## config.mk

```make
export PLATFORM = sky130hd
export DESIGN_NAME = cpu_load_ctrl
export DESIGN_NICKNAME = d
export VERILOG_FILES = /design/src/rtl/cpu_load_pkg.sv /design/src/rtl/load_word_packer.sv /design/src/rtl/cpu_load_ctrl.sv
export SDC_FILE = /design/constraint.sdc
export NUM_CORES = 1
export LEC_CHECK = 0
export CAP_MARGIN = 10
export CORE_MARGIN = 4
export CORE_UTILIZATION = 50
export CTS_CLUSTER_DIAMETER = 30
export CTS_CLUSTER_SIZE = 20
export DETAILED_ROUTE_END_ITERATION = 8
export GPL_ROUTABILITY_DRIVEN = 1
export GPL_TIMING_DRIVEN = 0
export PLACE_DENSITY = 0.72
export SETUP_SLACK_MARGIN = 0.02
export SYNTH_ARGS = -nofsm -noshare
export SYNTH_HDL_FRONTEND = slang
export SYNTH_SLANG_ARGS = --single-unit
```

## constraint.sdc

```tcl
create_clock -name clk -period 2.3 [get_ports clk]
set_input_delay 0.575 -clock clk [delete_from_list [all_inputs] [get_ports clk]]
set_output_delay 0.575 -clock clk [all_outputs]
set_load 0.005 [all_outputs]
```

## src/rtl/cpu_load_pkg.sv

```systemverilog
// rtl/cpu_load_pkg.sv - shared states, header constants and sizing helper for the UART loader
package cpu_load_pkg;

  typedef enum logic [1:0] {IDLE, ADDR, COUNT, DATA} state_e;

  // Load header is 1 h 0 0 tttt; with h masked, bits 7:6 read as this mark.
  localparam logic [1:0] HDR_LOAD_MARK = 2'b10;
  localparam logic [7:0] HDR_RUN       = 8'h3C;

  function automatic int addr_bytes(input int addr_w);
    return (addr_w + 7) / 8;
  endfunction

endpackage

```

## src/rtl/load_word_packer.sv

```systemverilog
// rtl/load_word_packer.sv - MSB-first byte-to-word shift register with byte index
module load_word_packer #(
  parameter int DATA_W = 16
) (
  input  logic              clk,
  input  logic              reset,
  input  logic              clear_i,
  input  logic              byte_valid_i,
  input  logic [7:0]        byte_i,
  output logic [DATA_W-1:0] word_o,
  output logic              word_valid_o
);

  localparam int WORD_BYTES = DATA_W / 8;
  localparam int IDX_W      = (WORD_BYTES > 1) ? $clog2(WORD_BYTES) : 1;
  localparam int SH_W       = (DATA_W > 8) ? DATA_W - 8 : 1;

  logic [SH_W-1:0]  shift_q;
  logic [IDX_W-1:0] idx_q;

  // The completed word is presented in the cycle its last byte arrives.
  assign word_o       = DATA_W'({shift_q, byte_i});
  assign word_valid_o = byte_valid_i && !clear_i && (idx_q == IDX_W'(WORD_BYTES - 1));

  always_ff @(posedge clk) begin
    if (!reset) begin
      shift_q <= '0;
      idx_q   <= '0;
    end else if (clear_i) begin
      idx_q   <= '0;
    end else if (byte_valid_i) begin
      shift_q <= SH_W'({shift_q, byte_i});
      idx_q   <= word_valid_o ? '0 : idx_q + 1'b1;
    end
  end

endmodule

```

## src/rtl/cpu_load_ctrl.sv

```systemverilog
// rtl/cpu_load_ctrl.sv - framed UART program/data loader with CPU stall and timeout abort
module cpu_load_ctrl
  import cpu_load_pkg::*;
#(
  parameter int DATA_W      = 16,
  parameter int ADDR_W      = 8,
  parameter int NUM_TGT     = 2,
  parameter int TIMEOUT_CYC = 100000
) (
  input  logic               clk,
  input  logic               reset,
  input  logic               rx_valid,
  input  logic [7:0]         rx_byte,
  output logic [NUM_TGT-1:0] wr_en,
  output logic [ADDR_W-1:0]  wr_addr,
  output logic [DATA_W-1:0]  wr_data,
  output logic               cpu_hold,
  output logic               busy,
  output logic               load_done,
  output logic               err
);

  localparam int ADDR_BYTES = addr_bytes(ADDR_W);
  localparam int AB_W       = (ADDR_BYTES > 1) ? $clog2(ADDR_BYTES) : 1;
  localparam int TO_W       = $clog2(TIMEOUT_CYC + 1);

  state_e             state_q, state_d;
  logic [3:0]         tgt_q, tgt_d;
  logic               keep_q, keep_d;
  logic [ADDR_W-1:0]  addr_q, addr_d;
  logic [AB_W-1:0]    ab_q, ab_d;
  logic [7:0]         wcnt_q, wcnt_d;
  logic [TO_W-1:0]    to_q, to_d;
  logic               hold_q, hold_d;
  logic               busy_q, busy_d;
  logic [NUM_TGT-1:0] we_q, we_d;
  logic [ADDR_W-1:0]  wa_q, wa_d;
  logic [DATA_W-1:0]  wd_q, wd_d;
  logic               done_q, done_d;
  logic               err_q, err_d;

  logic               pk_clear, pk_valid_in, pk_valid;
  logic [DATA_W-1:0]  pk_word;
  logic               is_load, tgt_ok, timeout;

  assign pk_clear    = (state_q != DATA);
  assign pk_valid_in = rx_valid && (state_q == DATA);

  load_word_packer #(.DATA_W(DATA_W)) u_packer (
    .clk          (clk),
    .reset        (reset),
    .clear_i      (pk_clear),
    .byte_valid_i (pk_valid_in),
    .byte_i       (rx_byte),
    .word_o       (pk_word),
    .word_valid_o (pk_valid)
  );

  assign is_load = ((rx_byte[7:6] & 2'b10) == HDR_LOAD_MARK) && (rx_byte[5:4] == 2'b00);
  assign tgt_ok  = ({1'b0, rx_byte[3:0]} < 5'(NUM_TGT));
  // A byte arriving in the expiry cycle wins, so expiry requires no rx_valid.
  assign timeout = (state_q != IDLE) && !rx_valid && (to_q == TO_W'(TIMEOUT_CYC - 1));

  always_comb begin
    state_d = state_q;
    tgt_d   = tgt_q;
    keep_d  = keep_q;
    addr_d  = addr_q;
    ab_d    = ab_q;
    wcnt_d  = wcnt_q;
    to_d    = '0;
    hold_d  = hold_q;
    we_d    = '0;
    wa_d    = wa_q;
    wd_d    = wd_q;
    done_d  = 1'b0;
    err_d   = 1'b0;

    if (state_q != IDLE && !rx_valid) begin
      to_d = to_q + 1'b1;
    end

    case (state_q)
      IDLE: begin
        if (rx_valid) begin
          if (rx_byte == HDR_RUN) begin
            hold_d = 1'b0;
          end else if (is_load && tgt_ok) begin
            state_d = ADDR;
            tgt_d   = rx_byte[3:0];
            keep_d  = rx_byte[6];
            hold_d  = 1'b1;
            addr_d  = '0;
            ab_d    = '0;
          end else begin
            err_d = 1'b1;
          end
        end
      end
      ADDR: begin
        if (rx_valid) begin
          addr_d = ADDR_W'({addr_q, rx_byte});
          if (ab_q == AB_W'(ADDR_BYTES - 1)) begin
            state_d = COUNT;
          end else begin
            ab_d = ab_q + 1'b1;
          end
        end
      end
      COUNT: begin
        if (rx_valid) begin
          wcnt_d  = rx_byte;
          state_d = DATA;
        end
      end
      DATA: begin
        if (pk_valid) begin
          we_d   = NUM_TGT'(1) << tgt_q;
          wa_d   = addr_q;
          wd_d   = pk_word;
          addr_d = addr_q + 1'b1;
          if (wcnt_q == 8'd0) begin
            state_d = IDLE;
            done_d  = 1'b1;
            if (!keep_q) hold_d = 1'b0;
          end else begin
            wcnt_d = wcnt_q - 8'd1;
          end
        end
      end
      default: state_d = IDLE;
    endcase

    if (timeout) begin
      state_d = IDLE;
      err_d   = 1'b1;
      hold_d  = 1'b0;
      to_d    = '0;
    end

    busy_d = (state_d != IDLE);
  end

  always_ff @(posedge clk) begin
    if (!reset) begin
      state_q <= IDLE;
      tgt_q   <= '0;
      keep_q  <= 1'b0;
      addr_q  <= '0;
      ab_q    <= '0;
      wcnt_q  <= '0;
      to_q    <= '0;
      hold_q  <= 1'b0;
      busy_q  <= 1'b0;
      we_q    <= '0;
      wa_q    <= '0;
      wd_q    <= '0;
      done_q  <= 1'b0;
      err_q   <= 1'b0;
    end else begin
      state_q <= state_d;
      tgt_q   <= tgt_d;
      keep_q  <= keep_d;
      addr_q  <= addr_d;
      ab_q    <= ab_d;
      wcnt_q  <= wcnt_d;
      to_q    <= to_d;
      hold_q  <= hold_d;
      busy_q  <= busy_d;
      we_q    <= we_d;
      wa_q    <= wa_d;
      wd_q    <= wd_d;
      done_q  <= done_d;
      err_q   <= err_d;
    end
  end

  assign wr_en     = we_q;
  assign wr_addr   = wa_q;
  assign wr_data   = wd_q;
  assign cpu_hold  = hold_q;
  assign busy      = busy_q;
  assign load_done = done_q;
  assign err       = err_q;

endmodule
```

After elaboration in Yosys (flattened, before gate mapping)
Cells that the tools add are included.
Operators by class
  add/subtract/negate cells: 5
  $lt $le $gt $ge: 1
  eq/ne operators: 16
  shifts and indexed selects: 1
  muxes and demuxes: 39
  bitwise gates (word level): 4
  reduce and logical (&&, ||, !) cells: 29
Operator list (number)
  $mux W8: 7
  $pmux W8 S3: 1
  $mux W1: 18
  $mux W2: 9
  $add A17 B1 Y17 const B: 1
  $eq A17 B17 Y1 const B: 1
  $ne A2 B2 Y1 const B: 8
  $pmux W8 S2: 1
  $reduce_and A6 Y1: 2
  $reduce_bool A2 Y1: 5
  $add A8 B1 Y8 const B: 1
  $eq A8 B6 Y1 const B: 1
  $logic_not A8 Y1: 1
  $pmux W2 S4: 1
  $reduce_and A4 Y1: 2
  $sub A8 B1 Y8 const B: 1
  $logic_and A1 B1 Y1: 7
  $reduce_and A5 Y1: 1
  $eq A2 B2 Y1 const B: 2
  $logic_not A2 Y1: 2
  $lt A4 B2 Y1 const B: 1
  $ne A2 B1 Y1 const B: 2
  $not A1 Y1: 4
  $pmux W1 S2: 2
  10 further kinds: 14
Storage, ports and cells
  register bits: 80
  bits of input ports: 11
  output and inout bits: 30
  logic and storage cells: 111

Longest topological paths before layout
Gate-level depths: netlist of run 1.
  depth after elaboration: 9
  depth in mapped cells: 7
  gate-level depth less buffers: 6

By module
From an unflattened synthesis of run 1, not the netlist that was laid out.
Second synthesis, totals
  cells, all modules: 436
  area, all modules: 3658.5 µm²
Modules (own cells, without submodules)
  cpu_load_ctrl: times used 1, cells an instance 388, area an instance 3211.8 µm², sequential area each 1401.3 µm²
  load_word_packer: times used 1, cells an instance 48, area an instance 446.7 µm², sequential area each 180.2 µm²

Least setup slack after synthesis of run 1
Ideal clock, no wire load.
  path kind: register to register
  from: register wcnt_q[0]
  to: register wcnt_q[4]
  library setup time: 0.058 ns
  arrival: 1.592 ns
  required time: 2.242 ns
  path slack: 0.650 ns
  stages on the path, launching flop included: 7
  buffers on the path: 0
  period minus slack after synthesis: 1.650 ns
  cells stage by stage: dfxtp_1 inv_1 ha_1 or3b_2 or3_1 a21oi_1 o21a_1
On the way
  longest elaborated chain between the ends: 4
  elaborated cells on any way between the ends: 7
  classes of those cells: 1 x add/sub; 1 x eq/ne; 3 x mux; 2 x reduce/logical
Ends and longest elaborated chain
  start, declared: line cpu_load_ctrl.sv:32  | logic [7:0] wcnt_q, wcnt_d;
  start signal, assigned: line cpu_load_ctrl.sv:166  | wcnt_q <= wcnt_d;
  $sub A8 B1 Y8: line cpu_load_ctrl.sv:127  | wcnt_d = wcnt_q - 8'd1;
  $mux W8: line cpu_load_ctrl.sv:122  | if (wcnt_q == 8'd0) begin
  $mux W8: line cpu_load_ctrl.sv:117  | if (pk_valid) begin
  $pmux W8 S2: line cpu_load_ctrl.sv:83  | case (state_q)
Several ways; a longest one is shown, not always the timed one. The select of a mux whose other input is x is not followed.
A chain may end at the register's enable or synchronous reset.

Final worst setup path of run 1
  from: input rx_byte[2]
  to: register addr_q[1]
On the way
  longest elaborated chain between the ends: 4
  elaborated cells on any way between the ends: 6
  classes of those cells: 1 x order compare; 3 x eq/ne; 2 x reduce/logical
Ends and longest elaborated chain
  start, declared: line cpu_load_ctrl.sv:13  | input logic [7:0] rx_byte,
  $lt A4 B2 Y1: line cpu_load_ctrl.sv:60  | assign tgt_ok = ({1'b0, rx_byte[3:0]} < 5'(NUM_TGT));
  $logic_and A1 B1 Y1: line cpu_load_ctrl.sv:88  | end else if (is_load && tgt_ok) begin
  $ne A2 B2 Y1 (no line)
  $reduce_and A6 Y1 (no line) *
  end signal, assigned: line cpu_load_ctrl.sv:164  | addr_q <= addr_d;
  end, declared: line cpu_load_ctrl.sv:30  | logic [ADDR_W-1:0] addr_q, addr_d;
Every way passes the cells marked *; elsewhere a longest branch is shown, timed or not.

==> results of run 1 <==
registers in the layout, summed over array words and instances, names as in the netlist, 2 cells and up:
| signal | flops |
|---|---|
| addr_q | 8 |
| state_q | 2 |
| tgt_q | 4 |
| to_q | 17 |
| u_packer.shift_q | 8 |
| wcnt_q | 8 |
| wr_addr | 8 |
| wr_data | 16 |
| wr_en | 2 |
what timing repair did:
action / in CTS / in global routing
endpoints found under the setup margin: 0 / 1
buffers inserted: 0 / 1
gates resized for setup: 0 / 2
through the flow:
stage                     util [%]  hold WS, ns  instance area (um^2)  power [uW]
final                         62.6        0.463                  4350        2470
after global routing          62.6        0.488                  4350        2570
after CTS                     62.4        0.466                  4330        2480
after detailed placement      59.9        0.447                  4160        1590
after global placement        59.9        0.442                  4160        1580
after floorplan                  -        0.420                  3650        1520
cells in the final DEF (no fill, tap or decap), drive strengths merged, types with 2 or more instances in the layout:
master         synthesis  routed
nor2                  25      25
a32oi                  4       4
clkbuf                 7      17
and4                   6       6
mux2i                  4       4
ha                     4       4
nor4bb                 3       3
o21a                   7       7
inv                    9      10
or3b                   2       2
o31ai                  3       3
and4b                  2       2
nand2b                 2       2
and3                   6       6
nand4                 11      11
or3                    5       5
a21boi                44      44
nor4                   4       4
clkdlybuf4s50          0      38
clkinv                 0       5
dfxtp                 79      79
nor4b                  2       2
a21oi                 14      14
nor3                   5       5
and2                   5       5
o22ai                  2       2
nand2                 85      85
xnor2                  2       2
buf                   17      18
o211ai                 2       2
o21ai                 15      15
nand3                 15      15
nor2b                  7       7
xor2                  13      13
worst register-to-register path, cell delays in order, from the launching register on:
cell and delay [ns]:
dfxtp_1 0.38, ha_1 0.21, and4_1 0.19, buf_2 0.17, nand4_1 0.18, nand3_1 0.31, buf_4 0.24, nor2_1 0.07
power groups by stage:
stage          Sequential [uW]  Clock (uW)  Combinational, uW
5_1_grt                   1390         989                188
3_3_place_gp              1420           0                166
6_report                  1390         909                172
4_1_cts                   1390         922                169
2_1_floorplan             1420           0                100
3_5_place_dp              1420           0                167
metal layers:
metal | wire length [um] | vias up | track usage (%) | share of wire [%]
met4 | 109 | 0 | 7.94 | 1.2
met1 | 4280 | 1500 | 28.7 | 49
met2 | 3900 | 73 | 34.5 | 45
met3 | 428 | 10 | 3.86 | 4.9
met5 | 0 | - | 0 | 0
li1 | - | 1594 | - | -
logic make-up (layout without fill, tap and decap cells):
kind of cell | after synthesis | after routing | synth area share, %
simple gates | 191 | 191 | 27.5
compound gates | 98 | 98 | 19.0
flops | 79 | 79 | 43.3
buf+inv | 33 | 89 | 4.08
xor+xnor | 15 | 15 | 3.60
fa+ha+maj | 4 | 4 | 1.37
mux | 4 | 4 | 1.10
cell type report:
type | instances | area (um^2) | share of cell area (%)
repair buffers | 40 | 400 | 9.20
clock buffers | 10 | 128 | 2.93
flip-flops and latches | 79 | 1580 | 36.4
well taps | 96 | 120 | 2.76
plain buffers | 24 | 115 | 2.65
multi-input cells | 312 | 1930 | 44.3
inverters | 9 | 33.8 | 0.777
clock inverters | 6 | 45.0 | 1.04
worst max-delay path by stage:
stage / startpoint / endpoint / slack, ns
floorplan: wcnt_q[0] / wcnt_q[4] / 0.65
global placement: rx_byte[3] / cpu_hold / -0.22
detailed placement: rx_byte[3] / cpu_hold / -0.21
CTS: rx_byte[3] / cpu_hold / 0.11
global route: rx_byte[2] / addr_q[1] / 0.01
finish: rx_byte[2] / addr_q[1] / 0.10
==> out/metrics.csv, run 1 <==
stage,metric,value,unit
setup_path,CP peak stage delay,0.62,ns
setup_path,Worst Path Required,2.57,ns
setup_path,Setup crit end kind,flip-flop,
yosys,top_reg_cell synth,dfxtp_1,
placement,dpl hpwl,6.10,mm
worst_hold_path,worst min path class,flip-flop to flip-flop,
pwr,pwr/cell area,567,nW/um^2
clock_tree,"CTS clk-pin slew, worst paths",0.08,ns
die,Initial Util,52.5,%
timing,post-route clock period utilization,95.6,%
setup_path,"Slowest-stage cell, CP",clkdlybuf4s50_1,
layout,P&R area growth vs syn,19.2,%
clock_tree,H-tree levels,3,
pwr,Combinational Power Share,7.0,%
pwr,clock network fraction of design power,36.8,%
clock_tree,"Clk Latency, worst-skew pair",0.35,ns
timing,Max-Slew Margin vs Limit,46.5,%
yosys,share of the synthesized area in the top cell type,43.3,%
pwr,Leakage,0.00153,uW
timing,minimum clock period,2.20,ns
clock_tree,Max Root-Sink Buffers,2,
pwr,Peak VDD IR,387,uV
clock_tree,root buffer cell,clkbuf_8,
setup_path,r2r setup slk,0.43,ns
grt,initial antenna violation count,0,
routing,Pre-antenna DRT Iters,5,
routing,drt drc,0,
die,core region area,6940,um^2
die,Die ar.,8730,um^2
placement,Buffers on Ports,39,
grt,Overall Global Routing Usage,21.5,%
layout,final net count,490,
clock_tree,cts bufs inserted,9,
pwr,Switching Share,25.3,%
setup_path,Arrival @ worst endpoint,2.47,ns
timing,actual slew at the worst max-slew pin,0.795,ns
timing,Fin. Hold Viols,0,
timing,setup TNS,0,ns
routing,total number of vias,3177,
timing,setup ws final,0.100,ns
yosys,Cells after Synth,424,
pwr,sequential share of power,56.2,%
setup_path,Reg2Reg Depth,7,
routing,antenna-violating nets left,0,
yosys,"count leader, synth",nand2_1,
die,Die Ht,93.4,um
grt,total congestion overflow,0,
routing,routed length per instance,15.1,um
layout,layout cell share with drive strength beyond 1,9.17,%
clock_tree,TritonCTS clock tree,built,
layout,Non-Filler Instances,576,
placement,dpl cells,559,
clock_tree,clock sink count,79,
grt,pin count of the biggest net entering global routing,15,
yosys,Avg Inst Size Synth,8.60,um^2
run,max_cap viols,0,
run_status,outcome,completed,
timing,Fin Clk Skew,0.0139,ns
pwr,switching pwr,625,uW
yosys,Yosys reg bits,79,
setup_path,r2r endpoint,to_q[13],
yosys,Synth area leader,dfxtp_1,
worst_hold_path,Hold Path Origin,wr_data[2],
die,Die W,93.4,um
yosys,synth warn,0,
worst_hold_path,hold endpoint,wr_data[2],
yosys,Mapped Area,3650,um^2
routing,vias per std cell,5.52,
yosys,ranking of synthesized cells by area,"dfxtp_1, nand2_1, a21boi_0, xor2_1, nor2_1",
yosys,Async SR Flop Fraction,0,%
setup_path,"Critical Path, Cell by Cell","clkdlybuf4s50_1, nor4_4, buf_4, a32oi_1, or3b_1, a21boi_0",
grt,first-pass GRT wire length,14.9,mm
setup_path,FF-to-FF Start,to_q[0],
setup_path,nature of the critical path startpoint,input pin,
layout,ANT cells,0,
placement,pre-CTS WS,-0.212,ns
clock_tree,CTS Hold Buffers Added,0,
grt,vias in the first global route,3014,
layout,FILL cells,630,
placement,placer congestion estimate,0.839,
yosys,sequential share of the synthesized area,43.3,%
setup_path,WP depth,6,
timing,fmax,455,MHz
routing,initial detailed-routing violation count,247,
timing,# setup viols final,0,
timing,RSZ-0062 raised after global routing,no,
die,Row Count,30,
yosys,unique cell type count in the Yosys netlist,56,
yosys,Commonest cells post-synth,"nand2_1, dfxtp_1, a21boi_0, nor2_1, nand3_1",
die,I/O pins,41,
yosys,Post-synth EDFFs,0,
setup_path,Worst Path Max Fanout,5,
setup_path,WP buf/inv,2,
routing,total wire length,8.73,mm
timing,Final Max Slew Viols,0,
setup_path,kind of critical path,input pin to flip-flop,
pwr,Int Power,1840,uW
setup_path,"delay-heaviest family, CP",simple AND/OR/NAND/NOR gates,
worst_hold_path,hold path depth,2,
yosys,Mapped Nets,439,
No activity file was read; power rests on OpenSTA's default activity.
==> run 2, diff against run 1 <==
--- a/config.mk
+++ b/config.mk
@@ -5,7 +5,6 @@
 export SDC_FILE = /design/constraint.sdc
 export NUM_CORES = 1
 export LEC_CHECK = 0
-export CAP_MARGIN = 10
 export CORE_MARGIN = 4
 export CORE_UTILIZATION = 50
 export CTS_CLUSTER_DIAMETER = 30
@@ -14,6 +13,7 @@
 export GPL_ROUTABILITY_DRIVEN = 1
 export GPL_TIMING_DRIVEN = 0
 export PLACE_DENSITY = 0.72
+export RECOVER_POWER = 50
 export SETUP_SLACK_MARGIN = 0.02
 export SYNTH_ARGS = -nofsm -noshare
 export SYNTH_HDL_FRONTEND = slang
==> run 2 against run 1 <==
Against the previous run:
- largest power group unchanged
- sequential share of layout area rose by 0.063 points
- final cell count did not move
- first-iteration DRC count fell by 22%
- critical endpoint unchanged
==> out/metrics.csv, run 2 (synthesized netlist as in run 1, its figures left out) <==
stage,metric,value,unit,change
routing,antenna-violating nets left,0,,unchanged
clock_tree,H-tree levels,3,,unchanged
placement,Buffers on Ports,39,,unchanged
clock_tree,cts bufs inserted,9,,unchanged
timing,minimum clock period,2.21,ns,+0.00855 ns
pwr,sequential share of power,56.2,%,about the same
grt,pin count of the biggest net entering global routing,15,,unchanged
clock_tree,clock sink count,79,,unchanged
layout,FILL cells,633,,+0.48%
die,core region area,6940,um^2,unchanged
clock_tree,root buffer cell,clkbuf_8,,
die,Initial Util,52.5,%,unchanged
clock_tree,TritonCTS clock tree,built,,
placement,placer congestion estimate,0.839,,unchanged
pwr,Peak VDD IR,387,uV,about the same
layout,area of the multi-input gates,1920,um^2,-0.13%
routing,initial detailed-routing violation count,193,,-22%
layout,final net count,490,,unchanged
timing,Max-Slew Margin vs Limit,46.5,%,-0.055 points
setup_path,Arrival @ worst endpoint,2.48,ns,about the same
setup_path,"delay-heaviest family, CP",simple AND/OR/NAND/NOR gates,,
layout,register area,1580,um^2,unchanged
timing,# setup viols final,0,,unchanged
setup_path,Worst Path Max Fanout,5,,unchanged
placement,dpl cells,559,,unchanged
routing,routed length per instance,15.1,um,-0.30%
grt,total congestion overflow,0,,unchanged
setup_path,"Critical Path, Cell by Cell","clkdlybuf4s50_1, nor4_4, buf_4, a32oi_1, or3b_1, a21boi_0",,
timing,post-route clock period utilization,96.0,%,+0.37 points
grt,first-pass GRT wire length,14.9,mm,unchanged
die,Die Ht,93.4,um,unchanged
clock_tree,Max Root-Sink Buffers,2,,unchanged
clock_tree,"Clk Latency, worst-skew pair",0.35,ns,about the same
routing,vias per std cell,5.53,,+0.19%
timing,fmax,453,MHz,-0.39%
layout,ANT cells,0,,unchanged
pwr,pwr/cell area,569,nW/um^2,+0.28%
setup_path,"Slowest-stage cell, CP",clkdlybuf4s50_1,,
layout,most frequent cells in the layout,"nand2_1, dfxtp_1, a21boi_0, nor2_1, dlygate4sd3_1",,
pwr,Pwr Total,2470,uW,+0.11%
setup_path,Setup crit end kind,flip-flop,,
die,Row Count,30,,unchanged
pwr,Int Power,1840,uW,about the same
layout,max reg flops,17,,unchanged
layout,Largest Register,to_q,,
layout,P&R area growth vs syn,19.0,%,
layout,"most common cell after layout, fill and taps aside",nand2_1,,
run_status,outcome,completed,,
worst_hold_path,worst min path class,flip-flop to flip-flop,,
pwr,Switching Share,25.4,%,+0.13 points
layout,design area,4340,um^2,-0.17%
pwr,Leakage,0.00158,uW,+3.5%
die,I/O pins,41,,unchanged
setup_path,Worst Path Required,2.57,ns,about the same
timing,Fin Clk Skew,0.0138,ns,-0.0000372 ns
setup_path,WP buf/inv,2,,unchanged
placement,dpl hpwl,6.10,mm,unchanged
die,Die ar.,8730,um^2,unchanged
grt,vias in the first global route,3014,,unchanged
timing,Fin. Hold Viols,0,,unchanged
pwr,Combinational Power Share,6.9,%,about the same
timing,hold slack,0.460,ns,-0.00306 ns
timing,actual slew at the worst max-slew pin,0.795,ns,+0.000817 ns
setup_path,CP peak stage delay,0.62,ns,about the same
grt,Overall Global Routing Usage,21.5,%,unchanged
timing,RSZ-0062 raised after global routing,no,,
pwr,clock network fraction of design power,36.9,%,about the same
setup_path,kind of critical path,input pin to flip-flop,,
routing,Pre-antenna DRT Iters,4,,-1
clock_tree,CTS Hold Buffers Added,0,,unchanged
routing,drt drc,0,,unchanged
setup_path,nature of the critical path startpoint,input pin,,
routing,total wire length,8.70,mm,-0.30%
clock_tree,"CTS clk-pin slew, worst paths",0.08,ns,about the same
run,max_cap viols,0,,unchanged
die,Die W,93.4,um,unchanged
layout,Non-Filler Instances,576,,unchanged
routing,total number of vias,3183,,+0.19%
layout,layout cell share with drive strength beyond 1,8.13,%,-1.0 points
timing,Final Max Slew Viols,0,,unchanged
placement,Area after DPL,4160,um^2,unchanged
pwr,switching pwr,629,uW,+0.61%
grt,initial antenna violation count,0,,unchanged
## run 2: cell types whose count changed in the layout (fill, tap and decap cells not counted)
| cell | previous run | this run |
|---|---|---|
| a21boi_0 | 39 | 41 |
| a21boi_1 | 5 | 3 |
| and2_0 | 0 | 1 |
| and2_1 | 5 | 4 |
| buf_2 | 14 | 9 |
| clkbuf_1 | 8 | 12 |
| clkbuf_2 | 0 | 1 |
| clkdlybuf4s50_1 | 38 | 18 |
| dlygate4sd3_1 | 0 | 20 |
| nand2_1 | 83 | 84 |
| nand2_2 | 2 | 1 |
## run 2: metal layers
| layer | share of wire [%] | GRT usage, % | wire length, um | up-vias |
|---|---|---|---|---|
| met5 | 0 | 0 | 0 | - |
| met4 | 1.6 | 7.94 | 135 | 0 |
| met3 | 6.0 | 3.86 | 526 | 14 |
| met2 | 44 | 34.5 | 3870 | 88 |
| met1 | 48 | 28.7 | 4170 | 1483 |
| li1 | - | - | - | 1598 |
## run 2: worst min-delay path: cells and delay by family, from the launching register on
kind / cells / cell delay, ns
AO/OA/AOI/OAI: 1 / 0.06
AND/OR/NAND/NOR: 1 / 0.04
flip-flops: 1 / 0.31
## run 2: path summary, 6_finish.rpt
kind                                  from          to  slack, ns  depth (start not counted)
worst max-delay path            rx_byte[2]   addr_q[1]       0.09                          6
worst min-delay path            wr_data[2]  wr_data[2]       0.46                          2
worst max register to register     to_q[0]    to_q[13]       0.26                          7
worst min register to register  wr_data[2]  wr_data[2]       0.46                          2
## run 2: repair_timing
action / in CTS / in global routing
setup endpoints to repair: 0 / 1
setup buffers: 0 / 1
resized for setup: 0 / 2
## run 2: final cells by class
| cell class | instances | area share [%] |
|---|---|---|
| Buffer | 24 | 2.54 |
| Clock buffer | 10 | 2.94 |
| Clock inverter | 6 | 1.04 |
| Inverter | 9 | 0.778 |
| Multi-Input combinational cell | 312 | 44.3 |
| Sequential cell | 79 | 36.4 |
| Tap cell | 96 | 2.77 |
| Timing Repair Buffer | 40 | 9.22 |
## run 2: through the flow
| step | setup TNS (ns) | setup slack [ns] | utilization, % |
|---|---|---|---|
| floorplan | 0 | 0.650 | - |
| global placement | -0.826 | -0.220 | 59.9 |
| global route | 0 | 0.0107 | 62.5 |
| finish | 0 | 0.0917 | 62.5 |
| detailed placement | -0.841 | -0.212 | 59.9 |
| CTS | 0 | 0.107 | 62.4 |
## run 2: power by group through the flow
| stage | Clock (uW) | Sequential (uW) | Combinational [uW] |
|---|---|---|---|
| after floorplan | 0 | 1420 | 100 |
| after global placement | 0 | 1420 | 166 |
| after detailed placement | 0 | 1420 | 167 |
| after CTS | 922 | 1390 | 169 |
| after global routing | 989 | 1390 | 187 |
| final | 913 | 1390 | 171 |
==> run 3, diff against run 2 <==
--- a/config.mk
+++ b/config.mk
@@ -5,14 +5,15 @@
 export SDC_FILE = /design/constraint.sdc
 export NUM_CORES = 1
 export LEC_CHECK = 0
+export CAP_MARGIN = 20
 export CORE_MARGIN = 4
-export CORE_UTILIZATION = 50
+export CORE_UTILIZATION = 55
 export CTS_CLUSTER_DIAMETER = 30
 export CTS_CLUSTER_SIZE = 20
 export DETAILED_ROUTE_END_ITERATION = 8
 export GPL_ROUTABILITY_DRIVEN = 1
 export GPL_TIMING_DRIVEN = 0
-export PLACE_DENSITY = 0.72
+export PLACE_DENSITY = 0.78
 export RECOVER_POWER = 50
 export SETUP_SLACK_MARGIN = 0.02
 export SYNTH_ARGS = -nofsm -noshare
==> run 3 against run 2 <==
Against the previous run:
- utilization is 4.7 points higher
- fmax is 2.4% higher
- worst hold slack worse by 0.0010 ns
- clock power is 6.2% higher
- die area is 8.3% lower
- sequential power hardly changed
- critical path type unchanged
- final cell count is 3.5% lower
- wire length is 2.3% lower
- sequential cell count stayed put
- via count is 0.53% lower
==> out/metrics.csv, run 3 (synthesized netlist as in run 1, its figures left out) <==
stage,metric,value,unit,change
setup_path,nature of the critical path startpoint,input pin,,
clock_tree,post-cts sizing count,0,,unchanged
clock_tree,"Clk Latency, worst-skew pair",0.37,ns,+0.02 ns
layout,"most common cell after layout, fill and taps aside",nand2_1,,
setup_path,Worst Path Required,2.58,ns,about the same
timing,post-route clock period utilization,93.8,%,-2.2 points
timing,setup TNS,0,ns,unchanged
grt,first-pass GRT wire length,14.1,mm,-5.5%
timing,Max-Slew Margin vs Limit,48.7,%,+2.2 points
pwr,Peak VDD IR,388,uV,+0.16%
clock_tree,"CTS clk-pin slew, worst paths",0.09,ns,about the same
placement,dpl hpwl,5.88,mm,-3.5%
clock_tree,H-tree levels,3,,unchanged
placement,placer congestion estimate,0.879,,+4.9%
clock_tree,TritonCTS clock tree,built,,
clock_tree,root buffer cell,clkbuf_8,,
die,Die Ht,89.4,um,-4.3%
layout,final net count,489,,-0.20%
routing,initial detailed-routing violation count,198,,+2.6%
layout,FILL cells,559,,-12%
clock_tree,cts bufs inserted,9,,unchanged
grt,vias in the first global route,2867,,-4.9%
die,Die W,89.4,um,-4.3%
layout,most frequent cells in the layout,"nand2_1, dfxtp_1, a21boi_0, nor2_1, clkdlybuf4s50_1",,
timing,# setup viols final,0,,unchanged
die,core region area,6390,um^2,-8.0%
setup_path,kind of critical path,input pin to flip-flop,,
timing,setup ws final,0.143,ns,+0.0513 ns
timing,fmax,464,MHz,+2.4%
placement,Buffers on Ports,39,,unchanged
layout,Non-Filler Instances,556,,-3.5%
timing,RSZ-0062 raised after global routing,no,,
layout,P&R area growth vs syn,17.7,%,
routing,drt drc,0,,unchanged
die,Row Count,29,,-3.3%
routing,total wire length,8.50,mm,-2.3%
placement,dpl cells,540,,-3.4%
routing,Pre-antenna DRT Iters,4,,unchanged
placement,pre-CTS WS,-0.250,ns,-0.0373 ns
timing,Fin Clk Skew,0.00921,ns,-0.00461 ns
layout,layout cell share with drive strength beyond 1,7.72,%,-0.40 points
timing,Fin. Hold Viols,0,,unchanged
setup_path,Setup crit end kind,flip-flop,,
layout,area of the multi-input gates,1900,um^2,-1.2%
routing,vias per std cell,5.69,,+3.0%
clock_tree,Max Root-Sink Buffers,2,,unchanged
pwr,Leakage,0.00155,uW,-2.2%
layout,ANT cells,0,,unchanged
die,Die ar.,8000,um^2,-8.3%
timing,minimum clock period,2.16,ns,-0.0513 ns
layout,register area,1580,um^2,unchanged
run_status,outcome,completed,,
timing,Final Max Slew Viols,0,,unchanged
pwr,pwr/cell area,587,nW/um^2,+3.2%
routing,antenna-violating nets left,0,,unchanged
layout,Largest Register,to_q,,
grt,pin count of the biggest net entering global routing,16,,+1
timing,hold slack,0.459,ns,-0.00103 ns
die,Initial Util,57.1,%,+4.6 points
worst_hold_path,worst min path class,flip-flop to flip-flop,,
grt,Overall Global Routing Usage,22.9,%,+1.4 points
clock_tree,clock sink count,79,,unchanged
run,max_cap viols,0,,unchanged
setup_path,Worst Path Max Fanout,8,,+3
clock_tree,postcts setup bufs,0,,unchanged
layout,max reg flops,17,,unchanged
clock_tree,CTS Hold Buffers Added,0,,unchanged
routing,total number of vias,3166,,-0.53%
setup_path,Arrival @ worst endpoint,2.44,ns,-0.04 ns
routing,routed length per instance,15.3,um,+1.3%
timing,actual slew at the worst max-slew pin,0.766,ns,-0.0292 ns
grt,total congestion overflow,0,,unchanged
grt,initial antenna violation count,0,,unchanged
die,I/O pins,41,,unchanged
run 3: final timing paths:
path | startpoint | endpoint | slack (ns) | cells past startpoint
setup / recovery | rx_byte[3] | cpu_hold | 0.14 | 5
hold reg to reg | wr_data[1] | wr_data[1] | 0.46 | 2
hold / removal | wr_data[1] | wr_data[1] | 0.46 | 2
setup reg to reg | wcnt_q[4] | wcnt_q[7] | 0.29 | 4
run 3: layout make-up:
class / instances / share of cell area, %
clock inverter: 7 / 1.34
tap: 77 / 2.24
clock buffer: 9 / 2.89
buffer: 24 / 2.54
timing repair buffer: 39 / 9.09
sequential: 79 / 36.8
multi-input combinational: 312 / 44.3
inverter: 9 / 0.787
run 3: worst max-delay path, cell delays in order:
cell and delay (ns):
clkdlybuf4s50_1 0.63, nor4_4 0.47, nand4_2 0.28, a21boi_0 0.21
a221oi_1 0.27
run 3: power by group:
group          switching [uW]  internal [uW]  total, uW  leakage, uW
combinational            98.5           66.3        165     0.000822
sequential               10.6           1380       1390     0.000637
clock                     566            404        970    0.0000877
total                     675           1850       2520      0.00155
run 3: per-layer routing:
metal,GRT usage (%),vias to the layer above,routed length (um)
li1,-,1589,-
met1,31.1,1458,3920
met2,35.6,97,3790
met3,4.42,22,590
met4,9.47,0,209
met5,0,-,0
run 3: per-stage QoR:
step / power, uW / utilization (%) / cell area, um^2
detailed placement: 1590 / 64.8 / 4140
global placement: 1580 / 64.8 / 4140
finish: 2520 / 67.2 / 4290
global route: 2610 / 67.2 / 4290
CTS: 2540 / 67.6 / 4320
floorplan: 1520 / - / 3650
